==> src/rtl/mux_arbiter4.sv <==
// mux_arbiter4: four-requester round-robin arbiter driving a shared 4:1
// data-bit mux. The owner keeps the path until it releases, or until it has
// held for MAX_HOLD cycles while someone else is waiting. All outputs are
// registered; the muxed data bit lags the grant by one cycle.
module mux_arbiter4 #(
    parameter int MAX_HOLD = 4
) (
    input  logic       clk,
    input  logic       rst,
    input  logic [3:0] req,
    input  logic [3:0] data,
    output logic [3:0] grant,
    output logic [1:0] select,
    output logic       valid,
    output logic       out
);

    typedef enum logic {
        IDLE  = 1'b0,
        GRANT = 1'b1
    } state_t;

    localparam logic [3:0] MAX_CNT = 4'(MAX_HOLD);

    state_t     state_reg,  state_next;
    logic [1:0] ptr_reg,    ptr_next;
    logic [3:0] cnt_reg,    cnt_next;
    logic [3:0] grant_reg,  grant_next;
    logic [1:0] select_reg, select_next;
    logic       valid_reg,  valid_next;
    logic       out_reg,    out_next;

    // Request bits re-ordered into search order: from the pointer (idle
    // arbitration) and from the slot after the current owner (hand-over).
    logic [1:0] idx_from_ptr [4];
    logic [3:0] req_from_ptr;
    logic [1:0] idx_from_own [3];
    logic [2:0] req_from_own;

    genvar gi;
    generate
        for (gi = 0; gi < 4; gi++) begin : g_ptr_order
            assign idx_from_ptr[gi] = ptr_reg + 2'(gi);
            assign req_from_ptr[gi] = req[idx_from_ptr[gi]];
        end
        for (gi = 0; gi < 3; gi++) begin : g_own_order
            assign idx_from_own[gi] = select_reg + 2'd1 + 2'(gi);
            assign req_from_own[gi] = req[idx_from_own[gi]];
        end
    endgenerate

    logic       ptr_found;
    logic [1:0] ptr_win;
    logic       own_found;
    logic [1:0] own_win;
    logic       owner_req;
    logic       others_req;

    // Priority pick: the earliest requester in each search order wins.
    always_comb begin
        ptr_found = 1'b0;
        ptr_win   = 2'd0;
        own_found = 1'b0;
        own_win   = 2'd0;
        for (int i = 3; i >= 0; i--) begin
            if (req_from_ptr[i]) begin
                ptr_found = 1'b1;
                ptr_win   = idx_from_ptr[i];
            end
        end
        for (int i = 2; i >= 0; i--) begin
            if (req_from_own[i]) begin
                own_found = 1'b1;
                own_win   = idx_from_own[i];
            end
        end
        owner_req  = req[select_reg];
        others_req = |req_from_own;
    end

    // State register: arbitration state, bookkeeping and registered outputs.
    always_ff @(posedge clk) begin
        if (rst) begin
            state_reg  <= IDLE;
            ptr_reg    <= 2'd0;
            cnt_reg    <= 4'd0;
            grant_reg  <= 4'd0;
            select_reg <= 2'd0;
            valid_reg  <= 1'b0;
            out_reg    <= 1'b0;
        end else begin
            state_reg  <= state_next;
            ptr_reg    <= ptr_next;
            cnt_reg    <= cnt_next;
            grant_reg  <= grant_next;
            select_reg <= select_next;
            valid_reg  <= valid_next;
            out_reg    <= out_next;
        end
    end

    // Next-state logic: idle arbitration, hold/saturate, release and rotation.
    always_comb begin
        state_next  = state_reg;
        ptr_next    = ptr_reg;
        cnt_next    = cnt_reg;
        grant_next  = grant_reg;
        select_next = select_reg;
        valid_next  = valid_reg;
        out_next    = valid_reg ? data[select_reg] : 1'b0;
        case (state_reg)
            IDLE: begin
                if (ptr_found) begin
                    state_next  = GRANT;
                    select_next = ptr_win;
                    grant_next  = 4'b0001 << ptr_win;
                    valid_next  = 1'b1;
                    cnt_next    = 4'd1;
                end else begin
                    grant_next = 4'd0;
                    valid_next = 1'b0;
                end
            end
            GRANT: begin
                if (owner_req && ((cnt_reg < MAX_CNT) || !others_req)) begin
                    // Owner keeps the path; the counter sticks at the limit.
                    if (cnt_reg < MAX_CNT) begin
                        cnt_next = cnt_reg + 4'd1;
                    end
                end else if (own_found) begin
                    // Hand-over without an idle bubble (release or rotation).
                    select_next = own_win;
                    grant_next  = 4'b0001 << own_win;
                    valid_next  = 1'b1;
                    cnt_next    = 4'd1;
                    ptr_next    = select_reg + 2'd1;
                end else begin
                    // Owner released and nobody else is waiting.
                    state_next = IDLE;
                    grant_next = 4'd0;
                    valid_next = 1'b0;
                    cnt_next   = 4'd0;
                    ptr_next   = select_reg + 2'd1;
                end
            end
            default: begin
                state_next = IDLE;
                grant_next = 4'd0;
                valid_next = 1'b0;
            end
        endcase
    end

    // Output logic: ports come straight from their registers.
    always_comb begin
        grant  = grant_reg;
        select = select_reg;
        valid  = valid_reg;
        out    = out_reg;
    end

endmodule

==> config.mk <==
export PLATFORM = sky130hd
export DESIGN_NAME = mux_arbiter4
export DESIGN_NICKNAME = d
export VERILOG_FILES = /design/src/rtl/mux_arbiter4.sv
export SDC_FILE = /design/constraint.sdc
export NUM_CORES = 1
export LEC_CHECK = 0
export ABC_AREA = 1
export CAP_MARGIN = 30
export CORE_AREA = 4 4 73 75
export DETAILED_ROUTE_END_ITERATION = 7
export DIE_AREA = 0 0 77 79
export DONT_BUFFER_PORTS = 1
export SYNTH_ARGS = -nofsm -noshare
export SYNTH_HDL_FRONTEND = slang
export SYNTH_SLANG_ARGS = --single-unit
==> constraint.sdc <==
create_clock -name clk -period 1.4 [get_ports clk]
set_clock_uncertainty 0.05 [all_clocks]
set_input_delay 0.07 -clock clk [delete_from_list [all_inputs] [get_ports clk]]
set_output_delay 0.07 -clock clk [all_outputs]
set_load 0.005 [all_outputs]
; ---- Word level (Yosys, flattened, before mapping)
; Index checks and enable logic that the tools add are counted.
[classes]
reduce_logical = 8
muxes = 51
order_cmp = 9
shifts = 2
bitwise_logic = 3
n_addsub = 7
n_eq_ne = 4
[ops]
columns = cell, count
row1 = 2-bit by 3-bit < comparator with 1-bit output (second input constant), 8
row2 = 4-bit 2-to-1 mux, 6
row3 = 1-bit 2-to-1 mux, 21
row4 = 2-bit 2-to-1 mux, 10
row5 = 1-bit binary-select mux with 2-bit select, 9
row6 = 4-bit case mux with 2 select lines, 2
row7 = 1-bit by 2-bit left shift with 4-bit output (first input constant), 2
row8 = 2-bit by 1-bit adder with 2-bit output (second input constant), 3
row9 = 2-bit adder (second input constant), 3
row10 = 4-bit by 1-bit adder with 4-bit output (second input constant), 1
row11 = 4-bit by 3-bit < comparator with 1-bit output (second input constant), 1
row12 = 2-bit inequality test (second input constant), 2
row13 = 1-bit case mux with 2 select lines, 2
row14 = 2-bit case mux with 2 select lines, 1
row15 = 2-bit AND reduction, 2
row16 = 3-bit inequality test (second input constant), 1
row17 = 1-bit NOT, 3
row18 = 3-bit AND reduction, 1
row19 = 3-bit OR reduction, 1
row20 = 2-bit by 1-bit inequality test with 1-bit output (second input constant), 1
row21 = 2-bit OR reduction, 1
row22 = 1-bit logical AND, 1
row23 = 1-bit zero test, 1
row24 = 1-bit logical OR, 1
[word_totals]
regBits = 15
word_cells = 91
input_bits = 10

; ---- Longest topological paths before layout
[depth]
ltp_word = 11
ltp_mapped = 13
mapped_depth_nobuf = 12

; ---- Worst setup path after synthesis
; Ideal clock, no wire load.
[synth_timing]
path_type = register to register
startpoint = reg select_reg[0] (netlist: select[0])
endpoint = reg cnt_reg[0]
setup_time_ns = 0.113
synth_period_minus_slack_ns = 1.426
required_ns = 1.237
setup_slack_ns = -0.026
stages_incl_launch_ff = 11
arrival_time_ns = 1.263
path_cell_list = dfxtp_1 > buf_6 > nand2_1 > nand3_1 > nand2_1 > nor2_1 > nand4_1 > nand2_2 > inv_2 > o21ai_2 > nor2_1
[synth_between]
elab_chain_len = 10
word_cells_on_any_way = 23
cone_classes = add/sub (3) / eq/ne (1) / mux (14) / reduce/logical (5)
[synth_lines]
columns = item, line_no
row1 = from (decl), 29  ; logic [1:0] select_reg, select_next;
row2 = from (signal assigned), 96  ; select_reg <= select_next;
row3 = 2-bit by 1-bit adder with 2-bit output, 47  ; assign idx_from_own[gi] = select_reg + 2'd1 + 2'(gi);
row4 = 2-bit adder / 2-bit by 1-bit adder with 2-bit output (equally long branches), 47
row5 = 1-bit binary-select mux with 2-bit select, 48  ; assign req_from_own[gi] = req[idx_from_own[gi]];
row6 = 1-bit 2-to-1 mux (implied by the code), 48
row7 = 1-bit 2-to-1 mux / 3-bit OR reduction (equally long branches), "72, 78"
row8 = 1-bit 2-to-1 mux / 1-bit zero test (equally long branches), "72, 125"
row9 = 1-bit 2-to-1 mux / 1-bit logical OR (equally long branches), "72, 125"
row10 = 1-bit 2-to-1 mux / 1-bit logical AND (equally long branches), "130, 125"
row11 = 4-bit 2-to-1 mux / 3-bit inequality test (equally long branches), -
row12 = 4-bit case mux with 2 select lines / 2-bit AND reduction (equally long branches), -
row13 = to (signal assigned), 94  ; cnt_reg <= cnt_next;
row14 = to (decl), 27  ; logic [3:0] cnt_reg, cnt_next;
; Parallel ways exist; a longest one is shown, timed or not. The select of a mux whose other input is x is not followed.
; A chain may end at the register's enable or synchronous reset.

; ---- Final worst setup path
[layout_timing]
startpoint = reg select_reg[0] (netlist: select[0])
endpoint = reg grant_reg[3] (netlist: grant[3])
[layout_between]
elab_chain_len = 11
word_cells_on_any_way = 26
cone_classes = add/sub (3) / eq/ne (1) / shift (1) / mux (17) / reduce/logical (4)
[layout_lines]
columns = item, line_no
row1 = 2-bit by 1-bit adder with 2-bit output, 47
row2 = 2-bit adder, 47
row3 = 1-bit binary-select mux with 2-bit select, 48
row4 = 1-bit 2-to-1 mux (implied by the code), 48
row5 = 2-bit 2-to-1 mux (3 in series), 72  ; if (req_from_own[i]) begin
row6 = 1-bit by 2-bit left shift with 4-bit output, 133  ; grant_next = 4'b0001 << own_win;
row7 = 4-bit 2-to-1 mux, 130  ; end else if (own_found) begin
row8 = 4-bit 2-to-1 mux, 125  ; if (owner_req && ((cnt_reg < MAX_CNT) || !others_req)) begin
row9 = 4-bit case mux with 2 select lines, 111  ; case (state_reg)
row10 = to (signal assigned), 95  ; grant_reg <= grant_next;
row11 = to (decl), 28  ; logic [3:0] grant_reg, grant_next;
; Parallel ways exist; a longest one is shown, timed or not. The select of a mux whose other input is x is not followed.

==> impl_metrics.json <==
{
  "max_slew_margin": 0.709,
  "num-fill-cells": 478,
  "cts_root_buf": "clkbuf_8",
  "synth_seq_cells": 15,
  "switching_power_w": 0.00195,
  "rsz0062_at_grt": "true",
  "whs_endpoint": "out$_SDFF_PP0_",
  "syn_to_final_growth_pct": 53.1,
  "grt_pass1_wl_mm": 5.79,
  "setup_viol": 13,
  "tightest_slew_ps": 437,
  "power_frac_seq": 0.197,
  "p_sw_frac": 0.499,
  "synth-simple-area-share": 0.501,
  "r2r_start": "select[0]$_SDFFE_PP0P_",
  "synth-xor-area-share": 0,
  "holdPathStages": 2,
  "status": "complete, but fails checks",
  "path_class": "reg2reg",
  "diodes": 0,
  "drcViolationCount": 0,
  "io_pins": 18,
  "endpoint_kind": "flop",
  "drt_iter0_drc": 55,
  "hold_violations": 0,
  "synthMuxAreaShare": 0,
  "synth.distinct_cells": 25,
  "clockPowerShare": 0.095,
  "ys_seq_area_frac": 0.265,
  "dieWidth_um": 77,
  "clk_pin_slew_ps": 70,
  "cts_buffer_depth": 2,
  "avgViaCountPerCell": 4.61,
  "leakagePower_nw": 0.847,
  "initial_core_util": 0.243,
  "synth_top_family_by_area": "simple AND/OR/NAND/NOR gates",
  "critPathRequiredTime_ps": 1500,
  "postLayoutSetupSlackWorst_ps": -181,
  "grt_pass1_vias": 1333,
  "cts_tree": "done",
  "htreeDepth": 1,
  "power_frac_comb": 0.708,
  "dieArea_mm2": 0.00608,
  "hold_ws_ps": 19.7,
  "vias": 1287,
  "gr-total-overflow": 0,
  "rows": 25,
  "synth_fa_ha_area_frac": 0.0110,
  "multi_input_area_um2": 936,
  "max_cap_viol_count": 0,
  "die_height_um": 79,
  "synth_cells": 192,
  "dp_hpwl_mm": 2.32,
  "worstHoldStart": "data[1]",
  "core_mm2": 0.00466,
  "grt_usage": 0.116,
  "synthTopCellsByArea": "dfxtp_1 26%, nand2_1 23%, nand3_1 8.8%",
  "critical_path.startpoint_type": "flop",
  "fin_util": 0.373,
  "yosysTopAreaCellShare": 0.265,
  "avgSynthCellArea_um2": 5.91,
  "clock_sinks": 15,
  "r2r-end": "grant[3]$_SDFFE_PP0P_",
  "synth_top_area_cell": "dfxtp_1",
  "firstDrtPassIters": 4,
  "period_share": 1.13,
  "syn_area_mm2": 0.00113,
  "crit_path_max_fanout": 5,
  "ant_nets": 0,
  "clock_latency_ps": 250,
  "drt_wl_total_mm": 3.44,
  "final_max_slew_viol_count": 0,
  "critPathArrivalTime_ps": 1680,
  "fmax_mhz": 632,
  "violations": "setup timing",
  "final_cell_mix": "52 x nand2_1, 27 x buf_4, 15 x inv_1",
  "seq_area_um2": 313,
  "p_total_w": 0.00390,
  "r2r_cells": 11,
  "ir_drop_mv": 0.780,
  "hp-class": "in2reg",
  "cts_buffers": 3,
  "min_period_ps": 1580,
  "drive_above_1_share": 0.440,
  "internal-power_w": 0.00195,
  "placed_cell_area_mm2": 0.00135,
  "nets": 237,
  "antenna_found_initial": 0,
  "synth_compound_area_frac": 0.108,
  "avgRoutedWirePerCell_um": 12.3,
  "final_area_mm2": 0.00174,
  "power_density_mw_per_mm2": 2240,
  "portBuffers": 0,
  "grt_max_degree": 12,
  "ys.warnings.count": 0,
  "r2r_slack_ps": -180,
  "layout_commonest_cell": "nand2_1",
  "place_congestion": 0.836,
  "postSynthNetCount": 203
}
-- cells by family after synthesis --
| group | count (synthesis) |
|---|---|
| DFF | 15 |
| and+or+nand+nor | 126 |
| AOI/OAI and AO/OA | 22 |
| buffers and inverters | 28 |
| adders and majority gates | 1 |
-- final cells by class --
| class | instances | area share |
|---|---|---|
| Timing Repair Buffer | 33 | 0.158 |
| Sequential cell | 15 | 0.180 |
| Clock buffer | 3 | 0.0238 |
| Tap cell | 54 | 0.0389 |
| Clock inverter | 1 | 0.00288 |
| Inverter | 23 | 0.0576 |
| Multi-Input combinational cell | 150 | 0.539 |
-- worst max path at each step --
stage	cells after the start	slack, ps	end	from
after floorplan	12	0.7	cnt_reg[0]$_SDFFE_PP0P_	ptr_reg[0]$_SDFFE_PP0P_
after global placement	11	-190	cnt_reg[0]$_SDFFE_PP0P_	ptr_reg[0]$_SDFFE_PP0P_
after detailed placement	11	-190	cnt_reg[0]$_SDFFE_PP0P_	ptr_reg[0]$_SDFFE_PP0P_
after CTS	12	-100	grant[0]$_SDFFE_PP0P_	select[0]$_SDFFE_PP0P_
after global routing	12	-280	cnt_reg[0]$_SDFFE_PP0P_	select[0]$_SDFFE_PP0P_
final	11	-180	grant[3]$_SDFFE_PP0P_	select[0]$_SDFFE_PP0P_
-- stage by stage --
stage | setup slack [ps] | setup TNS [ps] | std cells
after CTS | -102 | -963 | 276
after detailed placement | -192 | -1670 | 263
after global routing | -281 | -2970 | 279
after global placement | -187 | -1530 | 263
final | -181 | -1700 | 279
after floorplan | 0.713 | 0 | 192
-- Yosys cell counts (all sizes together) --
master  count
a21oi      12
a221oi      1
buf         3
clkbuf      2
clkinv      1
dfxtp      15
ha          1
inv        22
nand2      76
nand3      25
nand4       3
nor2       21
nor3        1
o21ai       8
o22ai       1
-- what timing repair did --
| action | in CTS | in global routing |
|---|---|---|
| hold buffers | 3 | 0 |
| resized for setup | 39 | 33 |
| hold endpoints to repair | 5 | 0 |
| buffers inserted | 5 | 3 |
| pin swaps | 14 | 16 |
| setup endpoints to repair | 13 | 13 |
| gates cloned | 1 | 0 |
-- power groups by stage --
stage / combinational (W) / clock [W] / sequential [W]
2_1_floorplan: 0.00142 / 0 / 0.000673
5_1_grt: 0.00305 / 0.000403 / 0.000793
6_report: 0.00276 / 0.000371 / 0.000767
3_5_place_dp: 0.00194 / 0 / 0.000733
4_1_cts: 0.00238 / 0.000382 / 0.000754
3_3_place_gp: 0.00193 / 0 / 0.000734
-- per-layer routing --
metal	wire length (um)	GRT usage	vias up
met2	1750	0.206	21
li1	-	-	678
met5	0	0	-
met3	98	0.0181	4
met4	34	0.0463	0
met1	1560	0.140	584
-- critical path: stages, from the launching register on --
cell and delay (ps):
dfxtp_4 390, buf_12 130, nand2_4 60, nand2_4 80, nand2_4 60, inv_4 60, nand3_4 70, nand2_4 100
nand3_4 130, buf_4 180, o21ai_1 110, a21oi_1 50
Note: power is estimated with default switching activity, not from simulation.
